<file path="src/rtl/md_issue_queue.sv">
// md_issue_queue
// Buffers multiply/divide requests from the D/E boundary and hands them to the
// MD unit one at a time, only while the unit is idle. mfhi/mflo read data is
// captured into a result register offered to E/M with a valid/ready handshake,
// so D can keep queuing MD work while a long divide runs.
module md_issue_queue #(
  parameter int unsigned DEPTH   = 2,
  parameter logic [3:0]  MD_MFHI = 4'd7,
  parameter logic [3:0]  MD_MFLO = 4'd8
) (
  input  logic        clk,
  input  logic        rst_n,
  input  logic        flush,
  input  logic        in_valid,
  output logic        in_ready,
  input  logic [3:0]  in_op,
  input  logic [31:0] in_rs,
  input  logic [31:0] in_rt,
  input  logic [4:0]  in_dst,
  output logic [3:0]  md_op,
  output logic [31:0] md_rs,
  output logic [31:0] md_rt,
  input  logic        md_busy,
  input  logic [31:0] md_out,
  output logic        res_valid,
  input  logic        res_ready,
  output logic [4:0]  res_dst,
  output logic [31:0] res_data,
  output logic        pending
);

  // state    | meaning
  // ST_IDLE  | md_* held at zero; waiting for a head entry the unit can take
  // ST_ISSUE | head presented on md_* for one cycle, popped at the closing edge

  localparam int unsigned AW = $clog2(DEPTH);

  typedef enum logic {
    ST_IDLE  = 1'b0,
    ST_ISSUE = 1'b1
  } state_e;

  state_e       state_q;

  logic [AW:0]   wr_ptr_q, wr_ptr_d;
  logic [AW:0]   rd_ptr_q, rd_ptr_d;
  logic [AW-1:0] wr_idx, rd_idx;

  logic [3:0]    fifo_op_q  [DEPTH];
  logic [31:0]   fifo_rs_q  [DEPTH];
  logic [31:0]   fifo_rt_q  [DEPTH];
  logic [4:0]    fifo_dst_q [DEPTH];

  logic [3:0]    head_op;
  logic [31:0]   head_rs, head_rt;
  logic [4:0]    head_dst;

  logic          empty, full;
  logic          push, pop;
  logic          head_is_mf, issue_is_mf;
  logic          res_blocked, can_issue, capture;

  logic [3:0]    md_op_q;
  logic [31:0]   md_rs_q, md_rt_q;
  logic [4:0]    md_dst_q;

  logic          res_valid_q;
  logic [4:0]    res_dst_q;
  logic [31:0]   res_data_q;

  assign wr_idx = wr_ptr_q[AW-1:0];
  assign rd_idx = rd_ptr_q[AW-1:0];

  assign empty = (wr_ptr_q == rd_ptr_q);
  assign full  = (wr_idx == rd_idx) && (wr_ptr_q[AW] != rd_ptr_q[AW]);

  assign head_op  = fifo_op_q[rd_idx];
  assign head_rs  = fifo_rs_q[rd_idx];
  assign head_rt  = fifo_rt_q[rd_idx];
  assign head_dst = fifo_dst_q[rd_idx];

  assign head_is_mf  = (head_op == MD_MFHI) || (head_op == MD_MFLO);
  assign issue_is_mf = (md_op_q == MD_MFHI) || (md_op_q == MD_MFLO);

  // An unconsumed result must not be overwritten, so mfhi/mflo wait for it to drain.
  assign res_blocked = res_valid_q && !res_ready;

  // md_busy is only looked at in IDLE where md_op is zero, so it carries only
  // the unit's own counter and not its start term. A flush cancels the decision
  // because the head is being discarded at the same edge.
  assign can_issue = !empty && !md_busy && !flush && !(head_is_mf && res_blocked);

  assign capture = (state_q == ST_ISSUE) && issue_is_mf;

  // Pointer next-state: a flush still honours the pop of an ISSUE in flight.
  always_comb begin
    push     = in_valid && !full && (in_op != 4'd0) && !flush;
    pop      = (state_q == ST_ISSUE);
    rd_ptr_d = rd_ptr_q + {{AW{1'b0}}, pop};
    if (flush) begin
      wr_ptr_d = rd_ptr_d;
    end else begin
      wr_ptr_d = wr_ptr_q + {{AW{1'b0}}, push};
    end
  end

  // FIFO pointers.
  always_ff @(posedge clk or negedge rst_n) begin
    if (!rst_n) begin
      wr_ptr_q <= '0;
      rd_ptr_q <= '0;
    end else begin
      wr_ptr_q <= wr_ptr_d;
      rd_ptr_q <= rd_ptr_d;
    end
  end

  // FIFO storage; contents are only meaningful between the pointers.
  always_ff @(posedge clk) begin
    if (push) begin
      fifo_op_q[wr_idx]  <= in_op;
      fifo_rs_q[wr_idx]  <= in_rs;
      fifo_rt_q[wr_idx]  <= in_rt;
      fifo_dst_q[wr_idx] <= in_dst;
    end
  end

  // Issue FSM with registered md_* outputs; the head is latched on entry to ISSUE.
  always_ff @(posedge clk or negedge rst_n) begin
    if (!rst_n) begin
      state_q  <= ST_IDLE;
      md_op_q  <= 4'd0;
      md_rs_q  <= 32'd0;
      md_rt_q  <= 32'd0;
      md_dst_q <= 5'd0;
    end else begin
      case (state_q)
        ST_IDLE: begin
          if (can_issue) begin
            state_q  <= ST_ISSUE;
            md_op_q  <= head_op;
            md_rs_q  <= head_rs;
            md_rt_q  <= head_rt;
            md_dst_q <= head_dst;
          end
        end
        ST_ISSUE: begin
          state_q  <= ST_IDLE;
          md_op_q  <= 4'd0;
          md_rs_q  <= 32'd0;
          md_rt_q  <= 32'd0;
          md_dst_q <= 5'd0;
        end
        default: begin
          state_q  <= ST_IDLE;
          md_op_q  <= 4'd0;
          md_rs_q  <= 32'd0;
          md_rt_q  <= 32'd0;
          md_dst_q <= 5'd0;
        end
      endcase
    end
  end

  // Result register: a capture wins over a same-edge consume, so valid stays high.
  always_ff @(posedge clk or negedge rst_n) begin
    if (!rst_n) begin
      res_valid_q <= 1'b0;
      res_dst_q   <= 5'd0;
      res_data_q  <= 32'd0;
    end else if (capture) begin
      res_valid_q <= 1'b1;
      res_dst_q   <= md_dst_q;
      res_data_q  <= md_out;
    end else if (res_valid_q && res_ready) begin
      res_valid_q <= 1'b0;
    end
  end

  assign in_ready  = !full;
  assign md_op     = md_op_q;
  assign md_rs     = md_rs_q;
  assign md_rt     = md_rt_q;
  assign res_valid = res_valid_q;
  assign res_dst   = res_dst_q;
  assign res_data  = res_data_q;
  assign pending   = !empty || (state_q == ST_ISSUE) || md_busy;

endmodule

</file>
<file path="config.mk">
export PLATFORM = sky130hd
export DESIGN_NAME = md_issue_queue
export DESIGN_NICKNAME = d
export VERILOG_FILES = /design/src/rtl/md_issue_queue.sv
export SDC_FILE = /design/constraint.sdc
export NUM_CORES = 1
export LEC_CHECK = 0
export CORE_MARGIN = 2
export CORE_UTILIZATION = 51
export CTS_CLUSTER_SIZE = 16
export DETAILED_ROUTE_END_ITERATION = 10
export MAX_ROUTING_LAYER = met4
export PLACE_DENSITY = 0.84
export SLEW_MARGIN = 20
export SYNTH_ARGS = -nofsm -noshare
export SYNTH_HDL_FRONTEND = slang
export SYNTH_SLANG_ARGS = --single-unit
</file>
<file path="constraint.sdc">
create_clock -name clk -period 4.7 [get_ports clk]
set_input_delay 1.175 -clock clk [delete_from_list [all_inputs] [get_ports clk]]
set_output_delay 1.175 -clock clk [all_outputs]
set_load 0.02 [all_outputs]
</file>
==> metrics.md, run 1 <==
| Metric | Value |
|---|---|
| Post-Syn Area | `around 0.010 sq mm` |
| Nets@finish | `916` |
| Worst setup startpoint | `md_busy` |
| VDD IR-drop max | `0.399 mV` |
| CP Max Fanout | `2` |
| Slew Viols, Final | `0` |
| Slew headroom | `27.1%` |
| Synth Flop Type | `edfxtp_1` |
| Largest net degree at the start of global routing | `75` |
| Final setup violating endpoints | `0` |
| Register area share after synthesis | `72.1%` |
| Synthesized instance count | `591` |
| H-tree levels | `1` |
| Total grt overflow | `0` |
| Crit path DAT | `2450 ps` |
| Initial drt markers | `334` |
| CTS max path bufs | `3` |
| CTS buffer count | `26` |
| Area growth, synth to finish | `32.6%` |
| DR vias | `around 6000` |
| Number of remaining DRC errors | `0` |
| Period utilization | `77.1%` |
| Die Wd | `145 um` |
| Setup TNS | `0 ps` |
| Post-synth EDFFs | `146` |
| Pwr dens | `675 mW/mm^2` |
| Most frequent cells in the layout | `clkdlybuf4s50_1 (217), edfxtp_1 (146), dfrtp_1 (114), mux2i_1 (73), a21oi_1 (73)` |
| Area leader, netlist | `edfxtp_1` |
| Status | `complete, no violations` |
| Worst-Skew Late Latency | `520 ps` |
| Reg-to-Reg Start | `rd_ptr_q[0]` |
| Top post-synthesis cells by area | `edfxtp_1 (43%), dfrtp_1 (29%), a211oi_2 (7.4%)` |
| Routed wire length | `22300 um` |
| Ant. Diodes | `0` |
| Yosys top cell area share | `43.4%` |
| Initial antenna violation count | `0` |
| IO Count | `219` |
| Startpoint Class | `input port` |
| Worst-margin pin slew | `approximately 1100 ps` |
| Core Box Area | `about 0.019 sq mm` |
| Most common cell after layout, fill and taps aside | `clkdlybuf4s50_1` |
| Hold Violations, Final | `0` |
| Post-CTS Setup Bufs | `0` |
| HPWL after DPL | `13900 um` |
| Port Buf Inserts | `between 200 and 250` |
| Async SR Flop Fraction | `between 40% and 50%` |
| RSZ-0062 raised after global routing | `no` |
| Final min period | `3620 ps` |
| Number of distinct library cells after synthesis | `28` |
| FILL cells | `1250` |
| Synthesis warning total | `0` |
| CP Data Required Time | `about 3500 ps` |
| Net Count, Synth | `705` |
| Worst hold start | `md_dst_q[0]` |
| CP Class | `input port to primary output` |
| First-pass GRT wire length | `34400 um` |
| Flops & latches, synth | `262` |
| Via/cell ratio | `about 5.6` |
| Worst setup EP type | `primary output` |
| Cts hold-fix bufs | `0` |
| Initial Util | `between 50% and 60%` |
| TritonCTS clock tree | `built` |
| Avg Inst Size Synth | `17.1 sq um` |
| Wirelength per Cell | `20.5 um` |
| Setup Skew | `17.8 ps` |
| Static leakage | `5.01 nW` |
| Number of global-route vias before repair | `between 6000 and 7000` |
| Row cnt | `51` |
| Share of cells above drive strength 1 | `approximately 14%` |
| ANT nets after route | `0` |
| Fmax | `276 MHz` |
| Hold Crit Class | `register to register` |
| Overall routing resource usage | `22.1%` |
| Clock transition at the registers of the reported paths | `60 ps` |
| Clock sinks | `262` |
| Power, Total | `9.04 mW` |
| Clk root buf | `clkbuf_16` |
| Die height | `145 um` |
| Routability cong. | `0.791` |
| Pre-Repair DR Iteration Count | `4` |
| Maxcap violations | `0` |
| Die area | `0.0210 sq mm` |
| Post_cts resized | `0` |
## cells in the mapped netlist, drive strengths merged, types with 4 or more instances
| cell | number |
|---|---|
| buf | 26 |
| o21ai | 4 |
| edfxtp | 146 |
| mux2 | 37 |
| mux2i | 73 |
| clkbuf | 18 |
| a211oi | 73 |
| dfrtp | 116 |
| a21oi | 73 |
## where the power goes
| part | switching [mW] | internal, mW |
|---|---|---|
| logic | 1.78 | 1.58 |
| registers | 0.445 | 3.16 |
| clock network | 0.825 | 1.25 |
| total | 3.05 | 5.99 |
## cell families (layout without fill, tap and decap cells)
logic type                 Yosys count  count (layout)  share of synthesized area, %
adders and majority gates            3               3                         0.371
buffers and inverters               45             275                          2.47
AOI/OAI and AO/OA                  150             150                          12.2
muxes                              110             110                          11.3
and+or+nand+nor                     17              17                          1.20
DFF                                262             262                          72.1
xor gates and xnor gates             4               4                         0.347
## metrics by stage
step	utilization, %	setup slack [ps]	hold WS, ps	instances	area (sq um)
6_report	68.9	1080	484	1086	13400
5_1_grt	68.9	1030	513	1086	13400
4_1_cts	68.9	1080	490	1086	13400
3_5_place_dp	64.4	1090	476	1039	12500
3_3_place_gp	64.2	1080	470	1038	12500
2_1_floorplan	-	1000	459	591	10100
## layout make-up
| cell class | instances | area (sq um) | share of cell area (%) |
|---|---|---|---|
| inverter | 1 | 3.75 | 0.0280 |
| timing repair buffer | 227 | 2270 | 16.9 |
| clock buffer | 36 | 771 | 5.75 |
| sequential | 262 | 7290 | 54.4 |
| multi-input combinational | 284 | 2630 | 19.6 |
| clock inverter | 11 | 105 | 0.784 |
| tap | 265 | 332 | 2.47 |
## worst max-delay path, stage by stage
cell             delay, ps
clkdlybuf4s50_1        530
nor2_1                  60
nand2_1                 80
clkdlybuf4s50_1        600
## flip-flops by register name, summed over array words and instances (netlist names)
| signal | count |
|---|---|
| md_rt | 32 |
| res_dst | 5 |
| fifo_rs_q | 64 |
| res_data | 32 |
| fifo_op_q | 8 |
| fifo_rt_q | 64 |
| res_valid | 1 |
| md_rs | 32 |
| fifo_dst_q | 10 |
| pop | 1 |
| rd_ptr_q | 2 |
| md_dst_q | 5 |
| md_op | 4 |
| wr_ptr_q | 2 |
## metal layers
metal	vias up	GRT usage (%)	share of wire, %
li1	2694	-	-
met1	3062	26.5	38
met2	232	37.8	52
met3	55	3.49	6.4
met4	0	8.43	3.3
met5	-	-	0
## path summary, 6_finish.rpt
| kind | endpoint | slack [ps] | depth (start not counted) |
|---|---|---|---|
| setup / recovery | pending | 1080 | 4 |
| hold / removal | res_dst[0] | 480 | 1 |
| setup reg to reg | md_rs[15] | 1740 | 6 |
| hold reg to reg | res_dst[0] | 480 | 1 |
| max in group asynchronous | md_rt[12] | 3010 | 2 |
| min in group asynchronous | md_rt[19] | 720 | 1 |
(Power assumes the default switching activity.)
==> run 2: changes to the inputs <==
==> constraint.sdc (replaced) <==
create_clock -name clk -period 3.5 [get_ports clk]
set_input_delay 0.875 -clock clk [delete_from_list [all_inputs] [get_ports clk]]
set_output_delay 0.875 -clock clk [all_outputs]
set_load 0.02 [all_outputs]
==> run 2 against run 1 <==
Flip-flop and latch count unchanged. Clock power is 37% higher. Combinational power up 36%. Setup slack worse by 830 ps. Via count about the same. Total power grew 35%. Clock-buffer cell count is 1 higher. Cell count grew 0.28%. Sequential share of layout area decreased by 0.24 points. Global-route usage rose by 0.14 points. Non-clock buffer count is 2 higher. Critical endpoint unchanged.
==> metrics.md, run 2 (synthesized netlist as in run 1, its figures left out) <==
| Metric | Value |
|---|---|
| Maxcap violations | `0 (unchanged)` |
| ANT nets after route | `0 (unchanged)` |
| Largest registers | `fifo_rs_q (64), fifo_rt_q (64)` |
| Final min period | `roughly 3300 ps` |
| Post-CTS Setup Bufs | `0 (unchanged)` |
| CP Data Required Time | `2620 ps (-900 ps)` |
| Die area | `0.0210 sq mm (unchanged)` |
| Slew headroom | `29.5% (+2.4 points)` |
| Fmax | `308 MHz` |
| Overall routing resource usage | `22.2% (+0.14 points)` |
| Status | `complete, no violations` |
| Area growth, synth to finish | `33.1%` |
| Clock transition at the registers of the reported paths | `60 ps (about the same)` |
| CTS buffer count | `26 (unchanged)` |
| Routability cong. | `0.776 (-1.9%)` |
| Number of remaining DRC errors | `0 (unchanged)` |
| Core Box Area | `0.0195 sq mm (unchanged)` |
| Startpoint Class | `register` |
| Slew Viols, Final | `0 (unchanged)` |
| Cell family with most CP delay | `flip-flops` |
| Pre-Repair DR Iteration Count | `5 (+1)` |
| Period utilization | `92.9%` |
| Share of cells above drive strength 1 | `14.3% (-0.17 points)` |
| Clock sinks | `262 (unchanged)` |
| Final setup violating endpoints | `0 (unchanged)` |
| Via/cell ratio | `5.55 (-0.23%)` |
| Initial Util | `52.0% (unchanged)` |
| Hold Crit Class | `input port to async pin` |
| Most common cell after layout, fill and taps aside | `clkdlybuf4s50_1` |
| Final Instance Area | `0.0135 sq mm (+0.44%)` |
| Worst-Skew Late Latency | `510 ps (about the same)` |
| Wirelength per Cell | `20.8 um (+1.4%)` |
| Placed Area | `0.0126 sq mm (+0.42%)` |
| Hold Violations, Final | `0 (unchanged)` |
| DR vias | `6046 (+0.050%)` |
| Setup Skew | `8.32 ps (-9.52 ps)` |
| Max incr delay on CP | `680 ps (+80 ps)` |
| Row cnt | `51 (unchanged)` |
| Die height | `145 um (unchanged)` |
| Final WS setup | `249 ps (-826 ps)` |
| TritonCTS clock tree | `built` |
| Post_cts resized | `0 (unchanged)` |
| Worst Path Buf+Inv | `1 (-1)` |
| Total grt overflow | `0 (unchanged)` |
| Clk root buf | `clkbuf_16` |
| Routed wire length | `22600 um (+1.7%)` |
| Pwr dens | `908 mW/mm^2 (+35%)` |
| CTS max path bufs | `3 (unchanged)` |
| CP cell instances | `xor2_1 > nor2_1 > nand2_1 > clkdlybuf4s50_1` |
| Number of global-route vias before repair | `6595 (+1.7%)` |
| IO Count | `219 (unchanged)` |
| H-tree levels | `1 (unchanged)` |
| Initial drt markers | `332 (-0.60%)` |
| Largest net degree at the start of global routing | `75 (unchanged)` |
| Pre-CTS setup slack | `239 ps (-847 ps)` |
| Die Wd | `145 um (unchanged)` |
| Nets@finish | `918 (+0.22%)` |
| Static leakage | `5.02 nW (+0.32%)` |
| Crit path DAT | `2380 ps (-70 ps)` |
| Most frequent cells in the layout | `clkdlybuf4s50_1 (217), edfxtp_1 (146), dfrtp_1 (114), mux2i_1 (73), a21oi_1 (73)` |
| Setup TNS | `0 ps (unchanged)` |
| Port Buf Inserts | `218 (unchanged)` |
| Cts hold-fix bufs | `0 (unchanged)` |
| Worst setup EP type | `primary output` |
| Crit path max-delay cell type | `dfrtp_4` |
| RSZ-0062 raised after global routing | `no` |
| CP Class | `register to primary output` |
| First-pass GRT wire length | `34900 um (+1.2%)` |
| Worst-margin pin slew | `1060 ps (-35.8 ps)` |
| VDD IR-drop max | `0.560 mV (+40%)` |
| CP Max Fanout | `28 (+26)` |
| HPWL after DPL | `14400 um (+3.6%)` |
| Ant. Diodes | `0 (unchanged)` |
| Initial antenna violation count | `0 (unchanged)` |
run 2: changes by cell type in the layout (fill, tap and decap cells not counted), sizes merged:
cell | before | now
buf | 10 | 12
bufinv | 2 | 4
clkbuf | 36 | 37
clkinv | 7 | 6
inv | 2 | 1
run 2: cell type report:
type | instances | area [sq um]
Clock buffer | 37 | 723
Clock inverter | 11 | 159
Fill cell | 1293 | 6000
Inverter | 1 | 3.75
Multi-Input combinational cell | 284 | 2630
Sequential cell | 262 | 7290
Tap cell | 265 | 332
Timing Repair Buffer | 229 | 2320
run 2: power breakdown:
group	internal, mW	total, mW	switching [mW]	leakage, nW
logic	2.14	4.56	2.42	1.86
registers	4.24	4.83	0.593	2.74
clock network	1.73	2.84	1.10	0.426
run 2: metrics by stage:
stage / std cells / hold slack, ps / util (%) / power, mW
2_1_floorplan: 591 / 459 / - / 7.44
3_3_place_gp: 1040 / 472 / 64.5 / 9.22
3_5_place_dp: 1041 / 480 / 64.6 / 9.46
4_1_cts: 1089 / 480 / 69.2 / 12.3
5_1_grt: 1089 / 509 / 69.2 / 12.8
6_report: 1089 / 451 / 69.2 / 12.2
run 2: path summary, 6_finish.rpt:
check                      cells after the start  slack (ps)           to   startpoint
min in group clk                               1         490   res_dst[0]   res_dst[0]
max reg2reg                                    6         690  wr_ptr_q[1]  rd_ptr_q[0]
max                                            4         250      pending  rd_ptr_q[0]
max in group asynchronous                      2        2240          pop        rst_n
min                                            1         450    md_rt[19]        rst_n
min reg2reg                                    1         490   res_dst[0]   res_dst[0]
run 2: layer usage:
layer	up-vias	wire length, um	global-route usage, %
met5	-	0	-
met4	0	751	7.51
met3	60	1480	4.15
met2	243	11900	39.0
met1	3030	8500	25.8
li1	2713	-	-
==> run 3: changes to the inputs <==
--- a/config.mk
+++ b/config.mk
@@ -5,12 +5,13 @@
 export SDC_FILE = /design/constraint.sdc
 export NUM_CORES = 1
 export LEC_CHECK = 0
+export CORE_ASPECT_RATIO = 1.5
 export CORE_MARGIN = 2
 export CORE_UTILIZATION = 51
 export CTS_CLUSTER_SIZE = 16
 export DETAILED_ROUTE_END_ITERATION = 10
 export MAX_ROUTING_LAYER = met4
-export PLACE_DENSITY = 0.84
+export PLACE_DENSITY_LB_ADDON = 0.1
 export SLEW_MARGIN = 20
 export SYNTH_ARGS = -nofsm -noshare
 export SYNTH_HDL_FRONTEND = slang
==> run 3 against run 2 <==
Worst hold slack got worse by 110 ps. First-iteration DRC count decreased by 18%. Setup slack improved by 240 ps. Sequential power decreased by 2%. Clock skew decreased by 2.4 ps. Via count decreased by 1.9%. Core utilization decreased by 0.74 points. Critical path depth unchanged. Register-to-register slack improved by 300 ps.
==> metrics.md, run 3 (synthesized netlist as in run 1, its figures left out) <==
| Metric | Value |
|---|---|
| Static leakage | `5.02 nW (about the same)` |
| Largest registers | `fifo_rs_q (64), fifo_rt_q (64)` |
| Clock transition at the registers of the reported paths | `60 ps (about the same)` |
| Row cnt | `63 (+24%)` |
| Ant. Diodes | `0 (unchanged)` |
| Cts hold-fix bufs | `0 (unchanged)` |
| Most common cell after layout, fill and taps aside | `clkdlybuf4s50_1` |
| Largest net degree at the start of global routing | `82 (+9.3%)` |
| Via/cell ratio | `5.48 (-1.4%)` |
| Initial antenna violation count | `0 (unchanged)` |
| Final setup violating endpoints | `0 (unchanged)` |
| CP Class | `input port to primary output` |
| Nets@finish | `919 (+0.11%)` |
| Worst-Skew Late Latency | `510 ps (about the same)` |
| DR vias | `5930 (-1.9%)` |
| Setup Skew | `5.88 ps (-2.44 ps)` |
| HPWL after DPL | `13900 um (-3.2%)` |
| Port Buf Inserts | `218 (unchanged)` |
| Area growth, synth to finish | `32.8%` |
| Clock sinks | `262 (unchanged)` |
| Worst setup EP type | `primary output` |
| Post_cts resized | `0 (unchanged)` |
| Share of cells above drive strength 1 | `14.9% (+0.62 points)` |
| Final Instance Area | `0.0134 sq mm (-0.23%)` |
| CP Data Required Time | `2620 ps (about the same)` |
| TritonCTS clock tree | `built` |
| Startpoint Class | `input port` |
| Core Box Area | `0.0196 sq mm (+0.85%)` |
| First-pass GRT wire length | `34300 um (-1.4%)` |
| Number of global-route vias before repair | `6331 (-4.0%)` |
| Initial drt markers | `271 (-18%)` |
| Reg-to-Reg Start | `rd_ptr_q[0]` |
| Clk root buf | `clkbuf_16` |
| Maxcap violations | `0 (unchanged)` |
| Most frequent cells in the layout | `clkdlybuf4s50_1 (217), edfxtp_1 (146), dfrtp_1 (114), mux2i_1 (73), a21oi_1 (73)` |
| Period utilization | `86.1% (-6.8 points)` |
| Hold Violations, Final | `0 (unchanged)` |
| Total grt overflow | `0 (unchanged)` |
| VDD IR-drop max | `0.642 mV (+14%)` |
| Final min period | `3010 ps (-239 ps)` |
| Hold Crit Class | `input port to async pin` |
| Overall routing resource usage | `21.6% (-0.57 points)` |
| FILL cells | `1368 (+5.8%)` |
| Die area | `0.0210 sq mm (+0.11%)` |
| Initial Util | `51.5% (-0.44 points)` |
| Layout Utilization | `68.4% (-0.74 points)` |
| Die height | `176 um (+22%)` |
| Setup TNS | `0 ps (unchanged)` |
| Status | `complete, no violations` |
| CP Max Fanout | `2 (-93%)` |
| Routability cong. | `0.732 (-5.6%)` |
| Worst-margin pin slew | `917 ps (-141 ps)` |
| ANT nets after route | `0 (unchanged)` |
| CTS buffer count | `24 (-7.7%)` |
| Worst setup startpoint | `md_busy` |
| IO Count | `219 (unchanged)` |
| CTS max path bufs | `3 (unchanged)` |
| Number of remaining DRC errors | `0 (unchanged)` |
| Die Wd | `119 um (-18%)` |
| Pre-Repair DR Iteration Count | `5 (unchanged)` |
| Slew Viols, Final | `0 (unchanged)` |
| H-tree levels | `1 (unchanged)` |
| Wirelength per Cell | `20.4 um (-1.9%)` |
| Slew headroom | `38.8% (+9.4 points)` |
| RSZ-0062 raised after global routing | `no` |
| Fmax | `332 MHz (+7.9%)` |
| Routed wire length | `22100 um (-2.4%)` |
| Post-CTS Setup Bufs | `0 (unchanged)` |
| Crit path DAT | `2140 ps (-240 ps)` |
| Pwr dens | `895 mW/mm^2 (-1.4%)` |
| Placed Area | `0.0126 sq mm (about the same)` |
-- run 3: layer usage --
metal	vias to the layer above	part of all wire, %	global-route usage [%]
met4	0	2.4	6.35
met1	2974	39	25.6
met2	222	53	37.8
met5	-	0	-
li1	2696	-	-
met3	38	5.8	4.01
-- run 3: cell type report --
type                    instances  area (sq um)  area share [%]
flip-flops and latches        262          7290            54.3
multi-input cells             284          2630            19.6
repair buffers                232          2350            17.5
clock buffers                  32           682            5.08
well taps                     260           325            2.42
clock inverters                12           140            1.04
inverters                       1          3.75          0.0279
-- run 3: worst max-delay path, stage by stage --
cell and delay (ps):
clkdlybuf4s50_1 530, nor2_1 50, nand2_1 80, clkdlybuf4s50_1 590
-- run 3: stage by stage --
stage                     power, mW  setup slack, ps  std cells  hold WS (ps)
after global routing           12.6              449       1083           368
final                          12.0              488       1083           343
after CTS                      12.1              476       1082           351
after detailed placement       9.46              484       1038           476
after floorplan                7.44             40.8        591           459
after global placement         9.30              478       1038           468
-- run 3: power breakdown --
group | switching [mW] | internal [mW] | total (mW)
Clock | 1.08 | 1.59 | 2.67
Sequential | 0.513 | 4.23 | 4.75
Combinational | 2.45 | 2.16 | 4.61
-- run 3: worst paths after layout --
check                                to  slack [ps]  cells after the start
max                             pending         490                      4
min                          res_dst[3]         340                      1
max reg2reg                   md_rt[19]         990                      6
min reg2reg                res_data[16]         490                      1
max in group asynchronous   rd_ptr_q[0]        2310                      2
min in group clk           res_data[16]         490                      1
